**config.mk**
```make
export PLATFORM = sky130hd
export DESIGN_NAME = uart_rx_fifo
export DESIGN_NICKNAME = d
export VERILOG_FILES = /design/src/rtl/uart_rx_fifo.sv
export SDC_FILE = /design/constraint.sdc
export NUM_CORES = 1
export LEC_CHECK = 0
export CAP_MARGIN = 10
export CORE_MARGIN = 2
export CORE_UTILIZATION = 30
export DETAILED_ROUTE_END_ITERATION = 8
export SYNTH_ARGS = -nofsm -noshare
export SYNTH_HDL_FRONTEND = slang
export SYNTH_SLANG_ARGS = --single-unit
```
**constraint.sdc**
```tcl
create_clock -name clk -period 3.7 [get_ports clk]
set_input_delay 0.74 -clock clk [delete_from_list [all_inputs] [get_ports clk]]
set_output_delay 0.74 -clock clk [all_outputs]
set_load 0.02 [all_outputs]
```
**src/rtl/uart_rx_fifo.sv**
```systemverilog
// 8N1 UART receiver with mid-bit sampling, stop-bit check and a small
// circular FIFO drained through a valid/ready handshake.
//
// state     | meaning
// ----------+-----------------------------------------------------------
// IDLE      | line idle, waiting for a falling edge on the synced input
// START     | half-bit wait, then confirm the start bit is still low
// DATA      | sample 8 data bits at mid-bit, LSB first
// STOP      | sample the stop bit; push on 1, flag frame error on 0
// WAIT_HIGH | after a bad stop bit, wait for the line to return high
module uart_rx_fifo #(
   parameter int CLK_FREQ = 100_000_000,
   parameter int BAUD     = 9600,
   parameter int DEPTH    = 4
) (
   input  logic                     clk,
   input  logic                     rst,
   input  logic                     din,
   input  logic                     rx_ready,
   output logic [7:0]               rx_data,
   output logic                     rx_valid,
   output logic [$clog2(DEPTH):0]   fifo_count,
   output logic                     frame_err,
   output logic                     overrun,
   output logic                     busy
);

   localparam int BAUD_DIV = CLK_FREQ / BAUD;
   localparam int HALF     = BAUD_DIV / 2;
   localparam int CW       = $clog2(BAUD_DIV);
   localparam int AW       = $clog2(DEPTH);

   localparam logic [CW-1:0] CNT_BIT  = CW'(BAUD_DIV - 1);
   localparam logic [CW-1:0] CNT_HALF = CW'(HALF - 1);
   localparam logic [AW:0]   FULL     = (AW+1)'(DEPTH);

   typedef enum logic [2:0] {IDLE, START, DATA, STOP, WAIT_HIGH} state_t;

   state_t        state, state_nxt;
   logic [CW-1:0] cnt, cnt_nxt;
   logic [2:0]    bit_idx, bit_nxt;
   logic [7:0]    shift, shift_nxt;
   logic          sync1, rxs;
   logic          stop_good;

   logic [7:0]    mem [DEPTH];
   logic [AW-1:0] wr_ptr, rd_ptr;
   logic          push, pop;

   // Two-flop synchronizer; resets to the idle-high line level.
   always_ff @(posedge clk or negedge rst) begin
      if (!rst) begin
         sync1 <= 1'b1;
         rxs   <= 1'b1;
      end else begin
         sync1 <= din;
         rxs   <= sync1;
      end
   end

   always_ff @(posedge clk or negedge rst) begin
      if (!rst) begin
         state   <= IDLE;
         cnt     <= '0;
         bit_idx <= '0;
         shift   <= '0;
      end else begin
         state   <= state_nxt;
         cnt     <= cnt_nxt;
         bit_idx <= bit_nxt;
         shift   <= shift_nxt;
      end
   end

   always_comb begin
      state_nxt = state;
      cnt_nxt   = cnt;
      bit_nxt   = bit_idx;
      shift_nxt = shift;
      stop_good = 1'b0;
      frame_err = 1'b0;
      case (state)
         IDLE: begin
            if (!rxs) begin
               state_nxt = START;
               cnt_nxt   = '0;
            end
         end
         START: begin
            if (cnt == CNT_HALF) begin
               cnt_nxt = '0;
               if (!rxs) begin
                  state_nxt = DATA;
                  bit_nxt   = '0;
               end else begin
                  state_nxt = IDLE;
               end
            end else begin
               cnt_nxt = cnt + 1'b1;
            end
         end
         DATA: begin
            if (cnt == CNT_BIT) begin
               cnt_nxt            = '0;
               shift_nxt[bit_idx] = rxs;
               bit_nxt            = bit_idx + 1'b1;
               if (bit_idx == 3'd7) state_nxt = STOP;
            end else begin
               cnt_nxt = cnt + 1'b1;
            end
         end
         STOP: begin
            if (cnt == CNT_BIT) begin
               cnt_nxt = '0;
               if (rxs) begin
                  stop_good = 1'b1;
                  state_nxt = IDLE;
               end else begin
                  frame_err = 1'b1;
                  state_nxt = WAIT_HIGH;
               end
            end else begin
               cnt_nxt = cnt + 1'b1;
            end
         end
         WAIT_HIGH: begin
            if (rxs) state_nxt = IDLE;
         end
         default: state_nxt = IDLE;
      endcase
   end

   assign busy     = (state != IDLE);
   assign rx_valid = (fifo_count != '0);
   assign pop      = rx_valid & rx_ready;
   // A full FIFO still accepts a byte when the head is popped in the same cycle.
   assign push     = stop_good & ((fifo_count != FULL) | pop);
   assign overrun  = stop_good & (fifo_count == FULL) & ~pop;
   assign rx_data  = mem[rd_ptr];

   always_ff @(posedge clk or negedge rst) begin
      if (!rst) begin
         for (int i = 0; i < DEPTH; i++) mem[i] <= '0;
      end else if (push) begin
         mem[wr_ptr] <= shift;
      end
   end

   always_ff @(posedge clk or negedge rst) begin
      if (!rst) begin
         wr_ptr     <= '0;
         rd_ptr     <= '0;
         fifo_count <= '0;
      end else begin
         if (push) wr_ptr <= wr_ptr + 1'b1;
         if (pop)  rd_ptr <= rd_ptr + 1'b1;
         case ({push, pop})
            2'b10:   fifo_count <= fifo_count + 1'b1;
            2'b01:   fifo_count <= fifo_count - 1'b1;
            default: fifo_count <= fifo_count;
         endcase
      end
   end

endmodule

```
Yosys cells after proc, flatten, opt, wreduce, memory -nomap -nowiden
Cells that the tools add are included.

word-level totals
  register bits = 69
  bits in latches = 0
  bits in writable memories = 0
  bits in read-only memories = 0
  bits of input ports = 4
  output and inout bits = 15
  word-level logic and storage cells = 96
  memories = 0

operators by class
  $add $sub $neg = 6
  multiply operators = 0
  divide/modulo/power cells = 0
  $lt $le $gt $ge = 5
  equality and inequality tests = 18
  shifts and indexed selects = 0
  mux-type cells = 33
  bitwise logic cells = 8
  reduce and logical (&&, ||, !) cells = 13

operator list
  kind                                                   number
  2-to-1 mux 14 bit                                      3
  one-hot mux 14 bit (3 select lines)                    1
  bitwise mux 32 bit                                     1
  2-to-1 mux 3 bit                                       10
  2-to-1 mux 8 bit                                       3
  binary-select mux 8 bit (select 2 bit)                 1
  demux 8 bit (select 2 bit)                             1
  one-hot mux 3 bit (5 select lines)                     1
  adder 14 x 1 -> 14 bit, second input constant          1
  equality test 14 x 13 -> 1 bit, second input constant  1
  equality test 14 bit, second input constant            1
  != test 2 bit, second input constant                   7
  one-hot mux 3 bit (2 select lines)                     2
  equality test 3 bit, second input constant             3
  nonzero test 3 bit                                     3
  bitwise mux 8 bit                                      1
  2-to-1 mux 1 bit                                       7
  adder 3 x 1 -> 3 bit, second input constant            2
  equality test 3 x 2 -> 1 bit, second input constant    2
  >= comparator 3 bit, second input constant             2
  inverter 2 -> 3 bit                                    2
  AND reduction 6 bit                                    1
  adder 2 x 1 -> 2 bit, second input constant            2
  bitwise AND 1 bit                                      4
  other kinds (18)                                       21

Logic depth before layout (Yosys ltp)
  depth after elaboration = 6
  mapped depth = 10
  depth with buffers taken out = 9

Worst setup path before layout
No wires, ideal clock.

  path kind = reg2reg
  start point = register cnt[9]
  end point = register fifo_count[1]
  arrival time = 2.795 ns
  slack = 0.782 ns
  cell stages (with the launch flop) = 9
  buffers on the path = 1
  period minus slack after synthesis = 2.918 ns
  cell sequence = dfrtp_1 -> or4_1 -> or4_4 -> buf_6 -> o21ai_0 -> inv_1 -> fa_1 -> o211a_1 -> o221a_2

between the ends
  longest elaborated chain between the ends = 6
  elaborated cells on any way between the ends = 8
  classes of those cells = 3 x eq/ne; 3 x mux; 1 x bitwise; 1 x reduce/logical

RTL lines
  item                                                                      line  source
  start, declared                                                           40    logic [CW-1:0] cnt, cnt_nxt;
  start signal, assigned                                                    69    cnt <= cnt_nxt;
  equality test 14 bit *                                                    113   if (cnt == CNT_BIT) begin
  2-to-1 mux 1 bit *                                                        113
  2-to-1 mux 1 bit *                                                        82    case (state)
  bitwise AND 1 bit *                                                       137   assign push = stop_good & ((fifo_count != FULL) | pop);
  equality test 2 x 1 -> 1 bit or equality test 2 bit (tied branches)       157   case ({push, pop})
  one-hot mux 3 bit (2 select lines) or nonzero test 2 bit (tied branches)  --
  end signal, assigned                                                      158   2'b10: fifo_count <= fifo_count + 1'b1;
  end signal, assigned                                                      159   2'b01: fifo_count <= fifo_count - 1'b1;
  end signal, assigned                                                      160   default: fifo_count <= fifo_count;
  end, declared                                                             22    output logic [$clog2(DEPTH):0] fifo_count,

Every way passes the cells marked *; elsewhere a longest branch is shown, timed or not.
A chain may end at the register's enable or synchronous reset.

Worst setup path in the final report
  start point = register rxs
  end point = output overrun

between the ends
  longest elaborated chain between the ends = 5

RTL lines
  item                            line  source
  start, declared                 43    logic sync1, rxs;
  start signal, assigned          57    rxs <= sync1;
  2-to-1 mux 1 bit                115   if (rxs) begin
  2-to-1 mux 1 bit                113
  2-to-1 mux 1 bit                82
  bitwise AND 1 bit (2 in a row)  138   assign overrun = stop_good & (fifo_count == FULL) & ~pop;
  end, declared                   24    output logic overrun,

Every way passes these cells.

==> impl_metrics.yaml <==
sta:
  fmax_ghz: 0.2930
  report.final.slew_viol_count: 0
  rsz0062_at_grt: "no"
  holdWs_ps: 326.9
  tns_ps: 0
  clock-skew-final_ps: 7.365
  setup_viol: 0
  worst_slew_pin_slew_ps: 630.8
  finalHoldViolCount: 0
  slew_headroom_pct: 57.37
  fin_crit_ps: 3413
  finalCritPeriodShare_pct: 92.25
global_route:
  grt_max_degree: 28
  antenna_found_initial: 0
  grt_pass1_wl_um: 11360
  grt_pass1_vias: 2321
  grt_usage_pct: 11.61
  grt_overflow_total: 0
finish:
  final_cell_area_um2: 4090
  drive_gt1_share_pct: 25.32
  multiInputGateArea_um2: 1654
  num-fill-cells: 1133
  diodes: 0
  nets: 319
  final_util_pct: 36.13
  syn2layout_area_growth_pct: 18.66
  seq_area_um2: 1729
synthesis:
  synth_edf_count: 0
  synthesis.nets: 296
  ys_top_cells_by_area: "dfrtp_1 (49%), mux2_2 (13%), mux4_2 (5.2%)"
  seq_area_frac_synth_pct: 50.16
  synthArstFlopShare_pct: 100.0
  ys.flop_type: "dfrtp_1"
  synth_area_um2: 3447
  syn_area_per_cell_um2: 12.14
  yosysTopAreaCell: "dfrtp_1"
  synth_top_area_share_pct: 48.64
  synth_cells: 284
  synth_warnings: 0
  synth.distinct_cells: 52
  synth-seq-cells: 69
place:
  place_hpwl_um: 4543
  gp_congestion: 0.8094
  port_buffers: 18
  place_area_um2: 3782
setup_path:
  worstPathRequired_ps: 2960
  reg2reg_from: "cnt[9]$_DFFE_PN0P_"
  crit_path_start_kind: "flop"
  critPathKind: "flop to output port"
  reg2reg_depth: 7
  crit_arrival_ps: 2670
  end_kind: "output port"
  crit_fanout: 14
  crit_start: "rxs$_DFF_PN1_"
clock_tree:
  cts_buffers: 9
  cts_tree: "built"
  ctsResizeCount: 0
  cts_setup_buffers: 0
  cts.sinks: 69
  holdBufCountCts: 0
  root_buffer: "clkbuf_16"
  insertion_delay_ps: 330
  clock_tree.buffer_depth: 2
  path_clk_slew_ps: 60
  htree_levels: 3
flow_run:
  drv_cap: 0
die:
  initial_core_util_pct: 30.45
  die-area_um2: 12360
  fp.dieH_um: 111.2
  die_w_um: 111.2
  core_area_um2: 11320
  rows: 39
  io_pins: 19
drt:
  via_per_inst: 4.919
  ant_nets: 0
  first_pass_iters: 4
  wl_per_cell_um: 14.64
  route.detailed.drc: 0
  first_iter_violations: 105
  vias: 2238
  drt-total-wl_um: 6662
outcome:
  status: "finished, final reports clean"
worst_hold_path:
  hold_class: "input port to async pin"
pwr:
  powerDensity_nw_per_um2: 485.0
  irDropWorstVdd_mv: 0.2662
  leakagePower_nw: 1.889
cell usage after synthesis (2+ instances only):
library cell,count
dfrtp_1,67
mux2_2,41
nor2_1,21
nand2_1,20
a21oi_1,9
xor2_1,9
mux4_2,8
nand3_1,8
clkbuf_1,7
ha_1,7
and3_1,6
inv_1,6
nand4_1,6
a22o_1,5
nand2b_1,5
nand3b_1,5
a31oi_1,4
nor3_1,4
xnor2_1,4
nor3b_1,3
o21ai_0,3
and2_1,2
and4_1,2
dfstp_2,2
nor4bb_1,2
or3_1,2
per-stage QoR:
step,setup WS [ps],power (mW),cells
after CTS,260.5,2.015,455
after global placement,478.8,1.131,439
after detailed placement,480.8,1.132,439
after floorplan,782.3,1.030,284
after global routing,155.8,2.076,455
final,286.8,1.984,455
where the power goes:
group | switching (mW) | total [mW] | internal, mW
logic | 0.103 | 0.242 | 0.139
registers | 0.0868 | 0.872 | 0.785
clock network | 0.326 | 0.870 | 0.544
total | 0.516 | 1.98 | 1.47
worst max-delay path, stage by stage, from the launching register on:
cell and delay [ps]:
dfstp_2 680, nand4b_1 280, nor4_1 490, and3_1 280, clkdlybuf4s50_1 620
cells in the final DEF (no fill, tap or decap), drive strengths merged, types with 2 or more instances in the layout:
cell type	n
dfrtp	67
mux2	41
nor2	21
nand2	20
clkdlybuf4s50	17
clkbuf	10
a21oi	9
xor2	9
mux4	8
nand3	8
inv	8
ha	7
nand4	6
and3	6
nor3	6
nand2b	5
a22o	5
nand3b	5
a31oi	4
xnor2	4
o21ai	4
buf	4
nor3b	3
or3	3
and2	2
and4	2
nor4bb	2
dfstp	2
or4	2
clkinv	2
metal layers:
layer  global-route usage, %  up-vias  part of all wire [%]
li1                        -     1089                     -
met1                   14.40     1112                    47
met2                   19.11       30                    49
met3                   3.773        7                   2.9
met4                   3.951        0                  0.81
met5                       0        -                     0
final timing paths:
| kind | to | slack [ps] |
|---|---|---|
| min in group clk | rxs$_DFF_PN1_ | 350 |
| worst max register to register | fifo_count[1]$_DFFE_PN0P_ | 660 |
| worst max-delay path | overrun | 290 |
| worst min register to register | rxs$_DFF_PN1_ | 350 |
| worst min-delay path | mem[8]$_DFFE_PN0P_ | 330 |
| max in group asynchronous | sync1$_DFF_PN1_ | 2630 |
registers in the layout (all words and copies together) (netlist names):
signal	count
state	3
cnt	14
rxs	1
mem	32
fifo_count	3
sync1	1
shift	8
wr_ptr	2
rd_ptr	2
bit_idx	3
logic make-up (layout without fill, tap and decap cells):
group	count (synthesis)	in the layout	share of synthesized area [%]
flip-flops	69	69	50.16
adder cells (fa/ha/maj)	8	8	3.122
buffers and inverters	15	43	1.851
XOR/XNOR	13	13	3.303
AND/OR/NAND/NOR	98	98	16.15
multiplexers	50	50	18.91
AO/OA/AOI/OAI	31	31	6.497
layout make-up:
| cell class | count | share of cell area (%) |
|---|---|---|
| clock buffer | 10 | 5.843 |
| timing repair buffer | 21 | 4.833 |
| inverter | 6 | 0.5506 |
| multi-input combinational | 200 | 40.44 |
| sequential | 69 | 42.28 |
| clock inverter | 6 | 1.682 |
| tap | 143 | 4.374 |
Power figures use the tool's default switching activity.
